==> src/rtl/scmp_alu_if.sv <==
// +-----------------------------------------------------------------------------+
// | scmp_alu_if : sequencer <-> ALU op/result bundle for scmp_alu_seq           |
// | Rev 1.0                                                                     |
// +-----------------------------------------------------------------------------+
`default_nettype none

interface scmp_alu_if #(
   parameter int DATA_W = 8
);
   logic              start;
   logic [3:0]        op;
   logic [DATA_W-1:0] a;
   logic [DATA_W-1:0] b;
   logic              cy_i;
   logic              ov_i;
   logic              busy;
   logic              done;
   logic [DATA_W-1:0] res;
   logic [DATA_W-1:0] res_hi;
   logic              cy_o;
   logic              ov_o;
   logic              cy_sgn_o;

   modport master (
      output start, op, a, b, cy_i, ov_i,
      input  busy, done, res, res_hi, cy_o, ov_o, cy_sgn_o
   );

   modport slave (
      input  start, op, a, b, cy_i, ov_i,
      output busy, done, res, res_hi, cy_o, ov_o, cy_sgn_o
   );
endinterface

`default_nettype wire

==> src/rtl/scmp_alu_seq.sv <==
// +-----------------------------------------------------------------------------+
// | scmp_alu_seq : registered SC/MP ALU with BCD add and iterative MUL/DIV      |
// | Rev 1.0                                                                     |
// +-----------------------------------------------------------------------------+
`default_nettype none

module scmp_alu_seq #(
   parameter int DATA_W    = 8,
   parameter int EN_MULDIV = 1
) (
   input  wire logic   clk,
   input  wire logic   rst_n,
   scmp_alu_if.slave   bus
);

   localparam int MSB   = DATA_W - 1;
   localparam int CNT_W = $clog2(DATA_W);
   localparam logic [CNT_W-1:0] C_LAST    = CNT_W'(DATA_W - 1);
   localparam bit               C_MULDIV  = (EN_MULDIV != 0);

   localparam logic [1:0] S_IDLE = 2'd0;
   localparam logic [1:0] S_ITER = 2'd1;
   localparam logic [1:0] S_DONE = 2'd2;

   localparam logic [3:0] OP_AND    = 4'd0;
   localparam logic [3:0] OP_OR     = 4'd1;
   localparam logic [3:0] OP_XOR    = 4'd2;
   localparam logic [3:0] OP_ADD    = 4'd3;
   localparam logic [3:0] OP_ADD_NC = 4'd4;
   localparam logic [3:0] OP_DAD    = 4'd5;
   localparam logic [3:0] OP_RRL    = 4'd6;
   localparam logic [3:0] OP_SRL    = 4'd7;
   localparam logic [3:0] OP_INC    = 4'd8;
   localparam logic [3:0] OP_DEC    = 4'd9;
   localparam logic [3:0] OP_PASS_B = 4'd10;
   localparam logic [3:0] OP_MUL    = 4'd12;
   localparam logic [3:0] OP_DIV    = 4'd13;

   // Returns {carry_out, bcd_sum}; each nibble is corrected independently.
   function automatic logic [DATA_W:0] f_dad(input logic [DATA_W-1:0] x,
                                             input logic [DATA_W-1:0] y,
                                             input logic              c);
      logic [DATA_W-1:0] s;
      logic              cc;
      logic [4:0]        n;
      s  = '0;
      cc = c;
      for (int i = 0; i < DATA_W / 4; i++) begin
         n = {1'b0, x[4*i +: 4]} + {1'b0, y[4*i +: 4]} + {4'd0, cc};
         if (n > 5'd9) begin
            n  = n + 5'd6;
            cc = 1'b1;
         end else begin
            cc = 1'b0;
         end
         s[4*i +: 4] = n[3:0];
      end
      return {cc, s};
   endfunction

   logic [1:0]        r_state;
   logic [CNT_W-1:0]  r_cnt;
   logic              r_is_mul;
   logic [DATA_W-1:0] r_opnd;
   logic [DATA_W-1:0] r_hi;
   logic [DATA_W-1:0] r_lo;
   logic [DATA_W-1:0] r_res;
   logic [DATA_W-1:0] r_res_hi;
   logic              r_cy;
   logic              r_ov;
   logic              r_cy_sgn;

   logic              w_add_cin;
   logic [DATA_W:0]   w_add;
   logic [DATA_W:0]   w_inc;
   logic [DATA_W:0]   w_dad;
   logic              w_b_zero;
   logic              w_go_iter;
   logic [DATA_W-1:0] w_res;
   logic [DATA_W-1:0] w_hi;
   logic              w_cy;
   logic              w_ov;
   logic              w_sgn;

   assign w_add_cin = (bus.op == OP_ADD) & bus.cy_i;
   assign w_add     = {1'b0, bus.a} + {1'b0, bus.b} + {{DATA_W{1'b0}}, w_add_cin};
   assign w_inc     = {1'b0, bus.a} + (DATA_W+1)'(1);
   assign w_dad     = f_dad(bus.a, bus.b, bus.cy_i);
   assign w_b_zero  = (bus.b == '0);
   assign w_go_iter = C_MULDIV & ((bus.op == OP_MUL) | ((bus.op == OP_DIV) & ~w_b_zero));

   always_comb begin
      w_res = bus.a;
      w_hi  = '0;
      w_cy  = bus.cy_i;
      w_ov  = bus.ov_i;
      w_sgn = 1'b0;
      case (bus.op)
         OP_AND:    w_res = bus.a & bus.b;
         OP_OR:     w_res = bus.a | bus.b;
         OP_XOR:    w_res = bus.a ^ bus.b;
         OP_ADD, OP_ADD_NC: begin
            w_res = w_add[MSB:0];
            w_cy  = w_add[DATA_W];
            w_ov  = (bus.a[MSB] == bus.b[MSB]) & (w_add[MSB] != bus.a[MSB]);
            w_sgn = bus.b[MSB];
         end
         OP_DAD: begin
            w_res = w_dad[MSB:0];
            w_cy  = w_dad[DATA_W];
         end
         OP_RRL: begin
            w_res = {bus.cy_i, bus.a[MSB:1]};
            w_cy  = bus.a[0];
         end
         OP_SRL: begin
            w_res = {1'b0, bus.a[MSB:1]};
            w_cy  = bus.a[0];
         end
         OP_INC: begin
            w_res = w_inc[MSB:0];
            w_cy  = w_inc[DATA_W];
         end
         OP_DEC: begin
            w_res = bus.a - 1'b1;
            w_cy  = (bus.a == '0);
         end
         OP_PASS_B: w_res = bus.b;
         OP_DIV: begin
            // Divide-by-zero short-circuits the iterative path.
            if (C_MULDIV && w_b_zero) begin
               w_res = '1;
               w_hi  = bus.a;
               w_cy  = 1'b0;
               w_ov  = 1'b1;
            end
         end
         default: ;
      endcase
   end

   // One shift-add (MUL) or restoring-subtract (DIV) step on {r_hi, r_lo}.
   logic [DATA_W:0]   w_madd;
   logic [DATA_W:0]   w_shift;
   logic [DATA_W:0]   w_trial;
   logic [DATA_W-1:0] w_nxt_hi;
   logic [DATA_W-1:0] w_nxt_lo;

   assign w_madd  = {1'b0, r_hi} + (r_lo[0] ? {1'b0, r_opnd} : '0);
   assign w_shift = {r_hi, r_lo[MSB]};
   assign w_trial = w_shift - {1'b0, r_opnd};

   always_comb begin
      w_nxt_hi = '0;
      w_nxt_lo = '0;
      if (r_is_mul) begin
         w_nxt_hi = w_madd[DATA_W:1];
         w_nxt_lo = {w_madd[0], r_lo[MSB:1]};
      end else if (!w_trial[DATA_W]) begin
         w_nxt_hi = w_trial[MSB:0];
         w_nxt_lo = {r_lo[MSB-1:0], 1'b1};
      end else begin
         w_nxt_hi = w_shift[MSB:0];
         w_nxt_lo = {r_lo[MSB-1:0], 1'b0};
      end
   end

   always_ff @(posedge clk) begin
      if (!rst_n) begin
         r_state  <= S_IDLE;
         r_cnt    <= '0;
         r_is_mul <= 1'b0;
         r_opnd   <= '0;
         r_hi     <= '0;
         r_lo     <= '0;
         r_res    <= '0;
         r_res_hi <= '0;
         r_cy     <= 1'b0;
         r_ov     <= 1'b0;
         r_cy_sgn <= 1'b0;
      end else begin
         case (r_state)
            S_ITER: begin
               r_hi  <= w_nxt_hi;
               r_lo  <= w_nxt_lo;
               r_cnt <= r_cnt + 1'b1;
               if (r_cnt == C_LAST) begin
                  r_state  <= S_DONE;
                  r_res    <= w_nxt_lo;
                  r_res_hi <= w_nxt_hi;
                  r_cy     <= 1'b0;
                  r_ov     <= r_is_mul & (w_nxt_hi != '0);
                  r_cy_sgn <= 1'b0;
               end
            end
            default: begin
               if (bus.start) begin
                  if (w_go_iter) begin
                     r_state  <= S_ITER;
                     r_cnt    <= '0;
                     r_is_mul <= (bus.op == OP_MUL);
                     r_opnd   <= (bus.op == OP_MUL) ? bus.a : bus.b;
                     r_lo     <= (bus.op == OP_MUL) ? bus.b : bus.a;
                     r_hi     <= '0;
                  end else begin
                     r_state  <= S_DONE;
                     r_res    <= w_res;
                     r_res_hi <= w_hi;
                     r_cy     <= w_cy;
                     r_ov     <= w_ov;
                     r_cy_sgn <= w_sgn;
                  end
               end else begin
                  r_state <= S_IDLE;
               end
            end
         endcase
      end
   end

   assign bus.busy     = (r_state == S_ITER);
   assign bus.done     = (r_state == S_DONE);
   assign bus.res      = r_res;
   assign bus.res_hi   = r_res_hi;
   assign bus.cy_o     = r_cy;
   assign bus.ov_o     = r_ov;
   assign bus.cy_sgn_o = r_cy_sgn;

endmodule

`default_nettype wire

==> src/flat_wrapper.sv <==
// flat-port wrapper written by rule: the top's interface ports become plain ports
module scmp_alu_seq_flat 
#(
   parameter int DATA_W    = 8,
   parameter int EN_MULDIV = 1
)
  (clk, rst_n, bus_start, bus_op, bus_a, bus_b, bus_cy_i, bus_ov_i, bus_busy, bus_done, bus_res, bus_res_hi, bus_cy_o, bus_ov_o, bus_cy_sgn_o);
  scmp_alu_if #(.DATA_W(DATA_W)) bus_i ();
  input  wire logic clk;
  input  wire logic rst_n;
  input wire logic [$bits(bus_i.start)-1:0] bus_start;
  input wire logic [$bits(bus_i.op)-1:0] bus_op;
  input wire logic [$bits(bus_i.a)-1:0] bus_a;
  input wire logic [$bits(bus_i.b)-1:0] bus_b;
  input wire logic [$bits(bus_i.cy_i)-1:0] bus_cy_i;
  input wire logic [$bits(bus_i.ov_i)-1:0] bus_ov_i;
  output wire logic [$bits(bus_i.busy)-1:0] bus_busy;
  output wire logic [$bits(bus_i.done)-1:0] bus_done;
  output wire logic [$bits(bus_i.res)-1:0] bus_res;
  output wire logic [$bits(bus_i.res_hi)-1:0] bus_res_hi;
  output wire logic [$bits(bus_i.cy_o)-1:0] bus_cy_o;
  output wire logic [$bits(bus_i.ov_o)-1:0] bus_ov_o;
  output wire logic [$bits(bus_i.cy_sgn_o)-1:0] bus_cy_sgn_o;
  assign bus_i.start = bus_start;
  assign bus_i.op = bus_op;
  assign bus_i.a = bus_a;
  assign bus_i.b = bus_b;
  assign bus_i.cy_i = bus_cy_i;
  assign bus_i.ov_i = bus_ov_i;
  assign bus_busy = bus_i.busy;
  assign bus_done = bus_i.done;
  assign bus_res = bus_i.res;
  assign bus_res_hi = bus_i.res_hi;
  assign bus_cy_o = bus_i.cy_o;
  assign bus_ov_o = bus_i.ov_o;
  assign bus_cy_sgn_o = bus_i.cy_sgn_o;
  scmp_alu_seq #(.DATA_W(DATA_W), .EN_MULDIV(EN_MULDIV)) u_core (.clk(clk), .rst_n(rst_n), .bus(bus_i));
endmodule
==> config.mk <==
export PLATFORM = sky130hd
export DESIGN_NAME = scmp_alu_seq_flat
export DESIGN_NICKNAME = d
export VERILOG_FILES = /design/src/rtl/scmp_alu_if.sv /design/src/rtl/scmp_alu_seq.sv /design/src/flat_wrapper.sv
export SDC_FILE = /design/constraint.sdc
export NUM_CORES = 1
export LEC_CHECK = 0
export CAP_MARGIN = 0
export CORE_MARGIN = 10
export CORE_UTILIZATION = 30
export CTS_CLUSTER_DIAMETER = 40
export CTS_CLUSTER_SIZE = 14
export DETAILED_ROUTE_END_ITERATION = 8
export SYNTH_ARGS = -nofsm -noshare
export SYNTH_HDL_FRONTEND = slang
export SYNTH_SLANG_ARGS = --single-unit
==> constraint.sdc <==
create_clock -name clk -period 6 [get_ports clk]
set_clock_uncertainty 0.05 [all_clocks]
set_input_delay 1.2 -clock clk [delete_from_list [all_inputs] [get_ports clk]]
set_output_delay 1.2 -clock clk [all_outputs]
set_load 0.02 [all_outputs]
Yosys cells after proc, flatten, opt, wreduce, memory -nomap -nowiden

Index checks and enable logic that the tools add are counted.
Widths: inputs -> output; s select.

Word-level logic and storage cells: 118
Flip-flop bits (word level): 49
Bits of input ports: 25
Output and inout port bits: 21

Bitwise operators: 10
Muxes and demuxes: 52
Equality and inequality tests: 19
$lt $le $gt $ge: 2
Reduce and logical (&&, ||, !) cells: 11
Add/subtract/negate cells: 13

Operators by type and width:

| kind                | count |
|---|---|
| $mux 8              | 23 |
| $pmux 8 s11         | 1 |
| $eq 4x4->1 const B  | 5 |
| $mux 1              | 17 |
| $eq 4x3->1 const B  | 4 |
| $logic_not 8->1     | 2 |
| $add 4x4->5         | 2 |
| $add 5x1->5         | 2 |
| $gt 5x4->1 const B  | 2 |
| $add 8x1->9 const B | 1 |
| $add 8x8->9         | 1 |
| $add 8x9->9         | 1 |
| $add 9x1->9         | 1 |
| $mux 3              | 3 |
| $sub 9x8->9         | 1 |
| $add 4x3->4 const B | 2 |
| $and 8x8->8         | 1 |
| $eq 4x2->1 const B  | 2 |
| $mux 2              | 4 |
| $mux 4              | 2 |
| $or 8x8->8          | 1 |
| $reduce_bool 8->1   | 1 |
| $sub 8x1->8 const B | 1 |
| $xor 8x8->8         | 1 |
| other kinds (19)    | 26 |

Depth between registers and ports, before layout

Gate-level depths: netlist of run 1.

Depth in word-level cells: 11
Depth in mapped cells: 18

Worst setup path before layout of run 1

No wires, ideal clock.

Kind: input -> register
Start point: in bus_cy_i
End point: reg u_core.r_res[6], in the netlist u_core.bus.res[6]
Cell stages on the path: 16
Setup time: 74 ps
Data arrival time: 4811 ps
Path slack: 1065 ps
Cells stage by stage: fa_1 -> fa_1 -> xnor2_1 -> nand2_1 -> a21oi_1 -> fa_1 -> inv_1 -> fa_1 -> xor2_1 -> inv_1 -> ha_1 -> and2_1 -> o311a_1 -> a211oi_1 -> o221ai_1 -> a31oi_1

Cells in the longest elaborated chain, start to end: 10
Elaborated cells between the ends (all ways): 13
Those cells by class: add/sub: 4; order compare: 2; mux: 6; bitwise: 1

Ends and longest elaborated chain:

| what                                      | line                                   | source |
|---|---|---|
| from (decl)                               | flat_wrapper.sv:15                     | `input wire logic [$bits(bus_i.cy_i)-1:0] bus_cy_i;` |
| $add 5x1->5                               | scmp_alu_seq.sv:49                     | `n = {1'b0, x[4*i +: 4]} + {1'b0, y[4*i +: 4]} + {4'd0, cc};` |
| $gt 5x4->1                                | scmp_alu_seq.sv:50                     | `if (n > 5'd9) begin` |
| $mux 1                                    | scmp_alu_seq.sv:50                     |  |
| $add 5x1->5                               | scmp_alu_seq.sv:49                     |  |
| $add 4x3->4 or $gt 5x4->1 (tied branches) | scmp_alu_seq.sv:51, scmp_alu_seq.sv:50 |  |
| $mux 4                                    | scmp_alu_seq.sv:50                     |  |
| $pmux 8 s11 *                             | scmp_alu_seq.sv:98                     | `case (bus.op)` |
| $mux 8 *                                  | scmp_alu_seq.sv:198                    | `if (w_go_iter) begin` |
| $mux 8 *                                  | scmp_alu_seq.sv:197                    | `if (bus.start) begin` |
| $mux 8 *                                  | scmp_alu_seq.sv:182                    | `case (r_state)` |
| to (signal assigned)                      | scmp_alu_seq.sv:189                    | `r_res <= w_nxt_lo;` |
| to (signal assigned)                      | scmp_alu_seq.sv:207                    | `r_res <= w_res;` |
| to (decl)                                 | scmp_alu_seq.sv:67                     | `logic [DATA_W-1:0] r_res;` |

Mark *: on every way between the ends. The rest lies on a longest branch, timed or not. The select of a mux whose other input is x is not followed.
A chain may end at the register's enable or synchronous reset.

Final worst setup path of run 1

Ends and elaborated chain as after synthesis.

==> flow_summary_export.csv, run 1 <==
group,metric,value,unit
global_route,antenna_found_initial,0,
setup_path,r2r_end,"u_core.bus.res_hi[6]$_SDFFE_PN0P_",
floorplanning,start_util,30.3,%
worst_hold_path,hp-start,"u_core.bus.res[0]$_SDFFE_PN0P_",
setup_path,end_kind,"flop",
pwr,p_seq_share,33.9,%
pwr,pwr-share-comb,36.7,%
sta,setup_viol,0,
synthesis,syn_area_per_cell,7.57,um^2
setup_path,crit_chain,"clkdlybuf4s50_1 > fa_1 > fa_1 > xnor2_1 > nand2_1 > a21oi_1 > fa_1 > inv_1 > fa_1 > xor2_1 > inv_1 > ha_1 > and2_1 > o311a_1 > a211oi_1 > o221ai_1 > a31oi_1",
global_route,grt_pass1_vias,5124,
clock_network,root_buffer,"clkbuf_16",
setup_path,setup.worst_path.end,"u_core.bus.res[6]$_SDFFE_PN0P_",
synthesis,ys_seq_elements,49,
synthesis,synth_ff_type,"dfxtp_1",
clock_network,clock_sinks,49,
clock_network,clk_latency,0.29,ns
clock_network,cts_resized,0,
synthesis,ys_top_cells_by_count,"nor2_1 (71), a21oi_1 (56), dfxtp_1 (49), nand2_1 (49), o21ai_0 (40)",
synthesis,synth.distinct_cells,73,
setup_path,r2r_start,"u_core.r_lo[7]$_SDFFE_PN0P_",
place,dp_hpwl,12.9,mm
floorplanning,die_h,151,um
sta,hold_viol,0,
global_route,track_usage,15.0,%
finish,layout.nets,781,
global_route,grt_max_degree,38,
pwr,p_int,0.000676,W
floorplanning,fp.dieW,151,um
route,post_drt_wl_per_cell,18.5,um
finish,fillCellCount,1864,
sta,clock.fmax,0.182,GHz
setup_path,crit_arrival,5.67,ns
finish,area_growth,16.2,%
setup_path,r2r_slack,2.29,ns
sta,period_minus_slack,5.50,ns
setup_path,r2r_cells,11,
sta,relSlewSlack,25.8,%
clock_network,holdBufCountCts,0,
floorplanning,num_io_pins,46,
setup_path,startpoint_type,"input pin",
clock_network,htree_levels,2,
setup_path,worstSetupPathType,"in2reg",
synthesis,synth_seq_area_share,18.9,%
synthesis,synth_fp_nets,757,
place,place_area,0.00587,mm^2
synthesis,synth_largest_area_cell,"dfxtp_1",
route,drc,0,
route,first_pass_iters,5,
synthesis,yosysWarnings,0,
synthesis,synth-edff-count,0,
sta,finalMaxSlewViolations,0,
setup_path,cp_max_fo,4,
place,place.gp.congestion,0.941,
synthesis,synth_top_area_share,18.9,%
pwr,p_clk_share,29.4,%
sta,timing.hold.ws,0.414,ns
place,port_buffers,45,
sta,worst_pin_slew,1.11,ns
pwr,total_power,0.00103,W
route,drtAntennaViolNets,0,
finish,drive_above_1_share,7.75,%
clock_network,cts_buffers,5,
sta,fin_tns_setup,0,ns
route,via_count,5292,
sta,grt_setup_unrepaired,"no",
run_status,outcome,"finished clean",
pwr,p_switching,0.000358,W
sta,period_share,91.6,%
clock_network,cts_setup_buffers,0,
clock_network,path_clk_slew,0.07,ns
setup_path,cp_common_cell,"fa_1",
pwr,vdd_drop_max,104,uV
clock_network,cts_tree,"done",
synthesis,netlist_instances,685,
pwr,p_leak,2.33,nW
finish,stdcell_area,0.00602,mm^2
flow_run,cap_violations,0,
worst_hold_path,hold_class,"reg2reg",
global_route,grt_overflow,0,
route,via_per_inst,5.66,
floorplanning,design.die.area,0.0229,mm^2
global_route,grt_pass1_wl,27.6,mm
setup_path,crit_path_max_incr_delay,0.49,ns
synthesis,synth.most_common_cell,"nor2_1",
route,drt-total-wl,17.3,mm
pwr,p_per_area,172,mW/mm^2
setup_path,crit_start,"bus_cy_i",
pwr,p_sw_share,34.7,%
finish,antennaDiodeCount,0,
floorplanning,core,0.0171,mm^2
setup_path,crit_required,6.17,ns
synthesis,async_flop_share,0,%
route,drt_iter0_drc,436,
synthesis,synth.top_cells.by_area,"dfxtp_1 (19%), ha_1 (9.4%), a21oi_1 (5.4%)",
synthesis,syn_area,0.00518,mm^2
clock_network,cts_buffer_depth,2,
setup_path,slowest_stage,"clkdlybuf4s50_1",
floorplanning,rows,48,
per-layer routing:
| metal | vias up | part of all wire, % | wire length (um) | track usage [%] |
|---|---|---|---|---|
| met3 | 32 | 4.9 | 840 | 1.60 |
| li1 | 2593 | - | - | - |
| met2 | 182 | 49 | 8400 | 25.9 |
| met4 | 0 | 3.0 | 516 | 6.35 |
| met1 | 2485 | 44 | 7530 | 18.4 |
| met5 | - | 0 | 0 | 0 |
per-stage QoR:
stage | setup WS (ns) | util (%) | cells
6_report | 0.502 | 35.2 | 935
5_1_grt | 0.259 | 35.2 | 935
2_1_floorplan | 1.07 | - | 685
3_3_place_gp | 0.318 | 34.3 | 927
3_5_place_dp | 0.247 | 34.3 | 927
4_1_cts | 0.537 | 35.2 | 935
cell type report:
class	count	area (um^2)	area share, %
Multi-Input combinational cell	551	3860	64.1
Sequential cell	49	981	16.3
Timing Repair Buffer	65	601	9.97
Tap cell	225	282	4.67
Clock buffer	7	153	2.53
Inverter	37	139	2.31
Clock inverter	1	5.00	0.0831
kinds of logic (layout without fill, tap and decap cells):
group	count (synthesis)	after routing	synth area share, %
simple gates	208	208	19.7
compound gates	243	243	32.3
fa+ha+maj	47	47	12.5
xor+xnor	18	18	3.04
flops	49	49	18.9
buf+inv	85	110	6.66
mux	35	35	6.93
worst max-delay path, delay by kind of cell:
| family | cells | cell delay (ns) |
|---|---|---|
| adder cells (fa/ha/maj) | 5 | 1.81 |
| buffers and inverters | 3 | 0.68 |
| XOR/XNOR | 2 | 0.51 |
| AO/OA/AOI/OAI | 5 | 1.15 |
| AND/OR/NAND/NOR | 2 | 0.31 |
worst min-delay path by stage:
stage | to | slack [ns] | cells after the start
detailed placement | u_core.bus.res[0]$_SDFFE_PN0P_ | 0.41 | 2
CTS | u_core.bus.res[0]$_SDFFE_PN0P_ | 0.42 | 2
global route | u_core.bus.res[0]$_SDFFE_PN0P_ | 0.45 | 2
finish | u_core.bus.res[0]$_SDFFE_PN0P_ | 0.41 | 2
global placement | u_core.bus.res[0]$_SDFFE_PN0P_ | 0.41 | 2
floorplan | u_core.r_lo[6]$_SDFFE_PN0P_ | 0.39 | 2
cell usage in the layout, fill, tap and decap left out, drive strengths merged, types with 20 or more instances in the layout:
| cell | instances |
|---|---|
| clkdlybuf4s50 | 45 |
| nor2 | 72 |
| mux2i | 28 |
| a211oi | 23 |
| ha | 39 |
| o21ai | 42 |
| dfxtp | 49 |
| a21oi | 56 |
| buf | 20 |
| inv | 35 |
| nand2 | 49 |
| and2 | 20 |
power by group through the flow:
stage / Sequential (W) / Combinational [W] / Clock (W)
3_5_place_dp: 0.000358 / 0.000375 / 0
5_1_grt: 0.000353 / 0.000418 / 0.000318
6_report: 0.000351 / 0.000380 / 0.000304
4_1_cts: 0.000351 / 0.000377 / 0.000307
3_3_place_gp: 0.000358 / 0.000373 / 0
2_1_floorplan: 0.000368 / 0.000243 / 0
state kept, by name, indices dropped and copies added, names as in the netlist:
name / cells
u_core.bus.cy_sgn_o: 1
u_core.r_cnt: 3
u_core.r_lo: 8
u_core.bus.cy_o: 1
u_core.r_state: 2
u_core.r_opnd: 8
u_core.bus.res: 8
u_core.bus.ov_o: 1
u_core.r_is_mul: 1
u_core.bus.res_hi: 8
u_core.r_hi: 8
Power figures use the tool's default switching activity.
==> inputs of run 2 (changes only) <==
--- a/config.mk
+++ b/config.mk
@@ -11,6 +11,7 @@
 export CTS_CLUSTER_DIAMETER = 40
 export CTS_CLUSTER_SIZE = 14
 export DETAILED_ROUTE_END_ITERATION = 8
+export REMOVE_ABC_BUFFERS = 1
 export SYNTH_ARGS = -nofsm -noshare
 export SYNTH_HDL_FRONTEND = slang
 export SYNTH_SLANG_ARGS = --single-unit
==> flow_summary_export.csv, run 2 (synthesis results as in run 1) <==
group,metric,value,unit
run_status,outcome,"finished clean",
sta,period_share,93.4,%
route,drc,0,
global_route,use_met1,18.8,%
global_route,grt_pass1_wl,28.0,mm
floorplanning,rows,48,
clock_network,clock_sinks,49,
finish,antennaDiodeCount,0,
clock_network,cts_buffer_depth,2,
floorplanning,num_io_pins,46,
global_route,grt.met2_usage,25.3,%
route,drtAntennaViolNets,0,
setup_path,r2r_cells,11,
floorplanning,die_h,151,um
sta,grt_setup_unrepaired,"no",
clock_network,clk_latency,0.29,ns
clock_network,path_clk_slew,0.07,ns
finish,multi_input_area,0.00386,mm^2
route,first_pass_iters,5,
setup_path,worstSetupPathType,"in2reg",
setup_path,crit_start,"bus_cy_i",
sta,hold_viol,0,
finish,mostFrequentLayoutCell,"nor2_1",
clock_network,holdBufCountCts,0,
setup_path,end_kind,"flop",
setup_path,setup.worst_path.end,"u_core.bus.res[6]$_SDFFE_PN0P_",
sta,clock.fmax,0.179,GHz
setup_path,r2r_end,"u_core.bus.res_hi[6]$_SDFFE_PN0P_",
finish,layout.nets,782,
setup_path,startpoint_type,"input pin",
place,dpl.cell_count,928,
finish,drive_above_1_share,7.74,%
route,drt_iter0_drc,487,
clock_network,htree_levels,2,
place,dp_hpwl,12.8,mm
global_route,grt_pass1_vias,5153,
setup_path,r2r_slack,2.31,ns
sta,setup_viol,0,
route,via_count,5284,
sta,worst_pin_slew,1.07,ns
finish,fin_cells,936,
sta,fin_tns_setup,0,ns
pwr,p_leak,2.32,nW
sta,finalMaxSlewViolations,0,
finish,final_core_util,35.1,%
global_route,grt_max_degree,38,
global_route,grt_overflow,0,
global_route,use_met3,2.17,%
global_route,antenna_found_initial,0,
sta,relSlewSlack,28.4,%
floorplanning,start_util,30.3,%
floorplanning,design.die.area,0.0229,mm^2
place,place.gp.congestion,0.874,
setup_path,crit_required,6.17,ns
sta,period_minus_slack,5.60,ns
finish,fillCellCount,1831,
sta,setup_slack,0.398,ns
clock_network,root_buffer,"clkbuf_16",
route,post_drt_wl_per_cell,18.3,um
setup_path,r2r_start,"u_core.r_lo[7]$_SDFFE_PN0P_",
place,pre_cts_slack,0.150,ns
clock_network,cts_resized,0,
worst_hold_path,hold_class,"reg2reg",
setup_path,crit_arrival,5.77,ns
floorplanning,core,0.0171,mm^2
setup_path,cp_max_fo,4,
route,via_per_inst,5.65,
route,drt-total-wl,17.1,mm
finish,seq_area,981,um^2
finish,area_growth,16.0,%
clock_network,cts_buffers,5,
place,port_buffers,45,
clock_network,cts_setup_buffers,0,
global_route,grt_busiest_layer,"met2",
clock_network,cts_tree,"done",
pwr,p_per_area,168,mW/mm^2
floorplanning,fp.dieW,151,um
finish,layout_common_cells,"nor2_1 (71), a21oi_1 (56), nand2_1 (49), dfxtp_1 (49), clkdlybuf4s50_1 (45)",
pwr,vdd_drop_max,114,uV
flow_run,cap_violations,0,
global_route,track_usage,15.0,%
-- run 2: changes by cell type in the layout (fill, tap and decap cells not counted), sizes merged --
cell / previous run / this run
buf: 20 / 21
clkbuf: 7 / 6
clkinv: 3 / 4
-- run 2: layer usage --
| layer | share of wire, % | up-vias |
|---|---|---|
| met3 | 5.4 | 25 |
| met4 | 2.8 | 0 |
| met2 | 48 | 172 |
| met1 | 44 | 2502 |
| met5 | 0 | - |
| li1 | - | 2585 |
-- run 2: layout make-up --
class / count / area share (%)
clock buffer: 6 / 2.14
tap: 225 / 4.68
clock inverter: 2 / 0.166
sequential: 49 / 16.3
inverter: 37 / 2.31
multi-input combinational: 551 / 64.3
timing repair buffer: 66 / 10.1
-- run 2: power breakdown --
| group | switching [W] | internal [W] | total [W] | leakage (nW) |
|---|---|---|---|---|
| Clock | 0.000127 | 0.000154 | 0.000281 | 0.0706 |
| Combinational | 0.000220 | 0.000159 | 0.000380 | 1.85 |
| Sequential | 0.0000101 | 0.000341 | 0.000351 | 0.400 |
| Total | 0.000358 | 0.000654 | 0.00101 | 2.32 |
-- run 2: critical path, stage by stage --
cell and delay, ns:
clkdlybuf4s50_1 0.55, fa_1 0.51, fa_1 0.41, a21o_1 0.17, a21o_1 0.18, a21oi_1 0.33, fa_1 0.25, inv_1 0.07
fa_1 0.41, xor2_1 0.25, inv_1 0.09, ha_1 0.22, and2_1 0.18, o311a_1 0.36, a211oi_1 0.21, o221ai_1 0.15
a31oi_1 0.21
-- run 2: worst min path at each step --
stage,start,to,slack [ns],cells past startpoint
after floorplan,u_core.r_lo[6]$_SDFFE_PN0P_,u_core.r_lo[6]$_SDFFE_PN0P_,0.39,2
after global placement,u_core.bus.res[0]$_SDFFE_PN0P_,u_core.bus.res[0]$_SDFFE_PN0P_,0.40,2
after detailed placement,u_core.bus.res[0]$_SDFFE_PN0P_,u_core.bus.res[0]$_SDFFE_PN0P_,0.40,2
after CTS,u_core.bus.res[0]$_SDFFE_PN0P_,u_core.bus.res[0]$_SDFFE_PN0P_,0.41,2
after global routing,u_core.r_lo[7]$_SDFFE_PN0P_,u_core.r_lo[7]$_SDFFE_PN0P_,0.44,2
final,u_core.bus.res[0]$_SDFFE_PN0P_,u_core.bus.res[0]$_SDFFE_PN0P_,0.41,2
-- run 2: stage by stage --
stage / cell area (um^2) / hold slack [ns] / power, W
final: 6010 / 0.407 / 0.00101
after floorplan: 4980 / 0.392 / 0.000588
after global routing: 6010 / 0.441 / 0.00107
after CTS: 6010 / 0.412 / 0.00101
after global placement: 5870 / 0.404 / 0.000733
after detailed placement: 5870 / 0.403 / 0.000734
==> inputs of run 3 (changes only) <==
--- a/config.mk
+++ b/config.mk
@@ -5,7 +5,7 @@
 export SDC_FILE = /design/constraint.sdc
 export NUM_CORES = 1
 export LEC_CHECK = 0
-export CAP_MARGIN = 0
+export CAP_MARGIN = 30
 export CORE_MARGIN = 10
 export CORE_UTILIZATION = 30
 export CTS_CLUSTER_DIAMETER = 40
==> flow_summary_export.csv, run 3 (synthesis results as in run 1) <==
group,metric,value,unit
route,via_count,5262,
finish,stdcell_area,0.00606,mm^2
global_route,grt_max_degree,38,
route,post_drt_wl_per_cell,18.3,um
global_route,track_usage,14.9,%
floorplanning,num_io_pins,46,
pwr,total_power,0.00103,W
setup_path,crit_chain,"clkdlybuf4s50_1 > fa_1 > fa_1 > a21o_1 > a21o_1 > a21oi_1 > fa_1 > inv_1 > fa_1 > xor2_1 > inv_1 > ha_1 > and2_1 > o311a_1 > a211oi_1 > o221ai_1 > a31oi_1",
flow_run,cap_violations,0,
sta,setup_viol,0,
global_route,antenna_found_initial,0,
setup_path,crit_arrival,5.77,ns
floorplanning,rows,48,
route,drtAntennaViolNets,0,
clock_network,holdBufCountCts,0,
sta,hold_viol,0,
floorplanning,die_h,151,um
setup_path,crit_required,6.18,ns
pwr,vdd_drop_max,100,uV
floorplanning,fp.dieW,151,um
finish,fin_cells,937,
sta,period_share,93.2,%
finish,drive_above_1_share,8.01,%
setup_path,cp_common_cell,"fa_1",
clock_network,cts_tree,"done",
floorplanning,core,0.0171,mm^2
finish,area_growth,16.8,%
route,first_pass_iters,5,
sta,grt_setup_unrepaired,"no",
global_route,grt_overflow,0,
clock_network,cts_setup_buffers,0,
finish,layout.nets,783,
floorplanning,design.die.area,0.0229,mm^2
pwr,p_per_area,171,mW/mm^2
clock_network,cts_resized,0,
setup_path,end_kind,"flop",
sta,clock.fmax,0.179,GHz
route,drt-total-wl,17.2,mm
clock_network,clock_sinks,49,
clock_network,cts_buffer_depth,2,
sta,period_minus_slack,5.59,ns
place,dpl.cell_count,929,
finish,mostFrequentLayoutCell,"nor2_1",
setup_path,worstSetupPathType,"in2reg",
finish,antennaDiodeCount,0,
route,drt_iter0_drc,529,
run_status,outcome,"finished clean",
clock_network,clk_latency,0.29,ns
route,via_per_inst,5.62,
setup_path,crit_path_max_incr_delay,0.55,ns
sta,finalMaxSlewViolations,0,
setup_path,cp_max_fo,4,
sta,worst_pin_slew,1.06,ns
global_route,grt_pass1_wl,27.7,mm
setup_path,startpoint_type,"input pin",
clock_network,htree_levels,2,
floorplanning,start_util,30.3,%
clock_network,cts_buffers,5,
place,dp_hpwl,12.8,mm
setup_path,slowest_stage,"clkdlybuf4s50_1",
route,drc,0,
sta,relSlewSlack,29.2,%
finish,layout_common_cells,"nor2_1 (71), a21oi_1 (56), nand2_1 (49), dfxtp_1 (49), clkdlybuf4s50_1 (45)",
clock_network,path_clk_slew,0.07,ns
clock_network,root_buffer,"clkbuf_16",
sta,fin_tns_setup,0,ns
worst_hold_path,hold_class,"reg2reg",
place,port_buffers,45,
global_route,grt_pass1_vias,5110,
place,place.gp.congestion,0.874,
pwr,p_leak,2.35,nW
place,place_area,0.00590,mm^2
==> run 3: stage by stage <==
stage / util (%) / hold WS [ns] / worst slack [ns]
global placement: 34.3 / 0.404 / 0.266
global route: 35.4 / 0.442 / 0.212
CTS: 35.4 / 0.418 / 0.461
floorplan: - / 0.392 / 1.05
finish: 35.4 / 0.410 / 0.406
detailed placement: 34.5 / 0.409 / 0.179
==> run 3: layout make-up <==
cell class | count | area [um^2]
Inverter | 37 | 139
Tap cell | 225 | 282
Multi-Input combinational cell | 551 | 3860
Clock buffer | 7 | 153
Fill cell | 1817 | 11100
Clock inverter | 1 | 5.00
Timing Repair Buffer | 67 | 636
Sequential cell | 49 | 981
==> run 3: final timing paths <==
check	start	to	slack [ns]	cells after the start
worst min register to register	u_core.bus.res[0]$_SDFFE_PN0P_	u_core.bus.res[0]$_SDFFE_PN0P_	0.41	2
worst min-delay path	u_core.bus.res[0]$_SDFFE_PN0P_	u_core.bus.res[0]$_SDFFE_PN0P_	0.41	2
worst max register to register	u_core.r_lo[7]$_SDFFE_PN0P_	u_core.bus.ov_o$_SDFFE_PN0P_	2.32	11
worst max-delay path	bus_cy_i	u_core.bus.res[6]$_SDFFE_PN0P_	0.41	17
==> run 3: critical path: cells and delay by family <==
kind            cells  cell delay [ns]
xor+xnor            1             0.26
compound gates      7             1.58
fa+ha+maj           5             1.80
simple gates        1             0.18
buf+inv             3             0.72
==> run 3: routing by layer <==
metal / GRT usage [%] / vias up / routed length (um)
met5: 0 / - / 0
met4: 6.06 / 0 / 506
li1: - / 2595 / -
met2: 25.5 / 207 / 8280
met1: 18.6 / 2429 / 7310
met3: 1.90 / 31 / 1050
==> run 3: power breakdown <==
part           total (W)  internal, W  leakage, nW  switching, W
registers       0.000351     0.000341        0.400     0.0000102
clock network   0.000302     0.000177       0.0799      0.000125
logic           0.000382     0.000161         1.87      0.000221
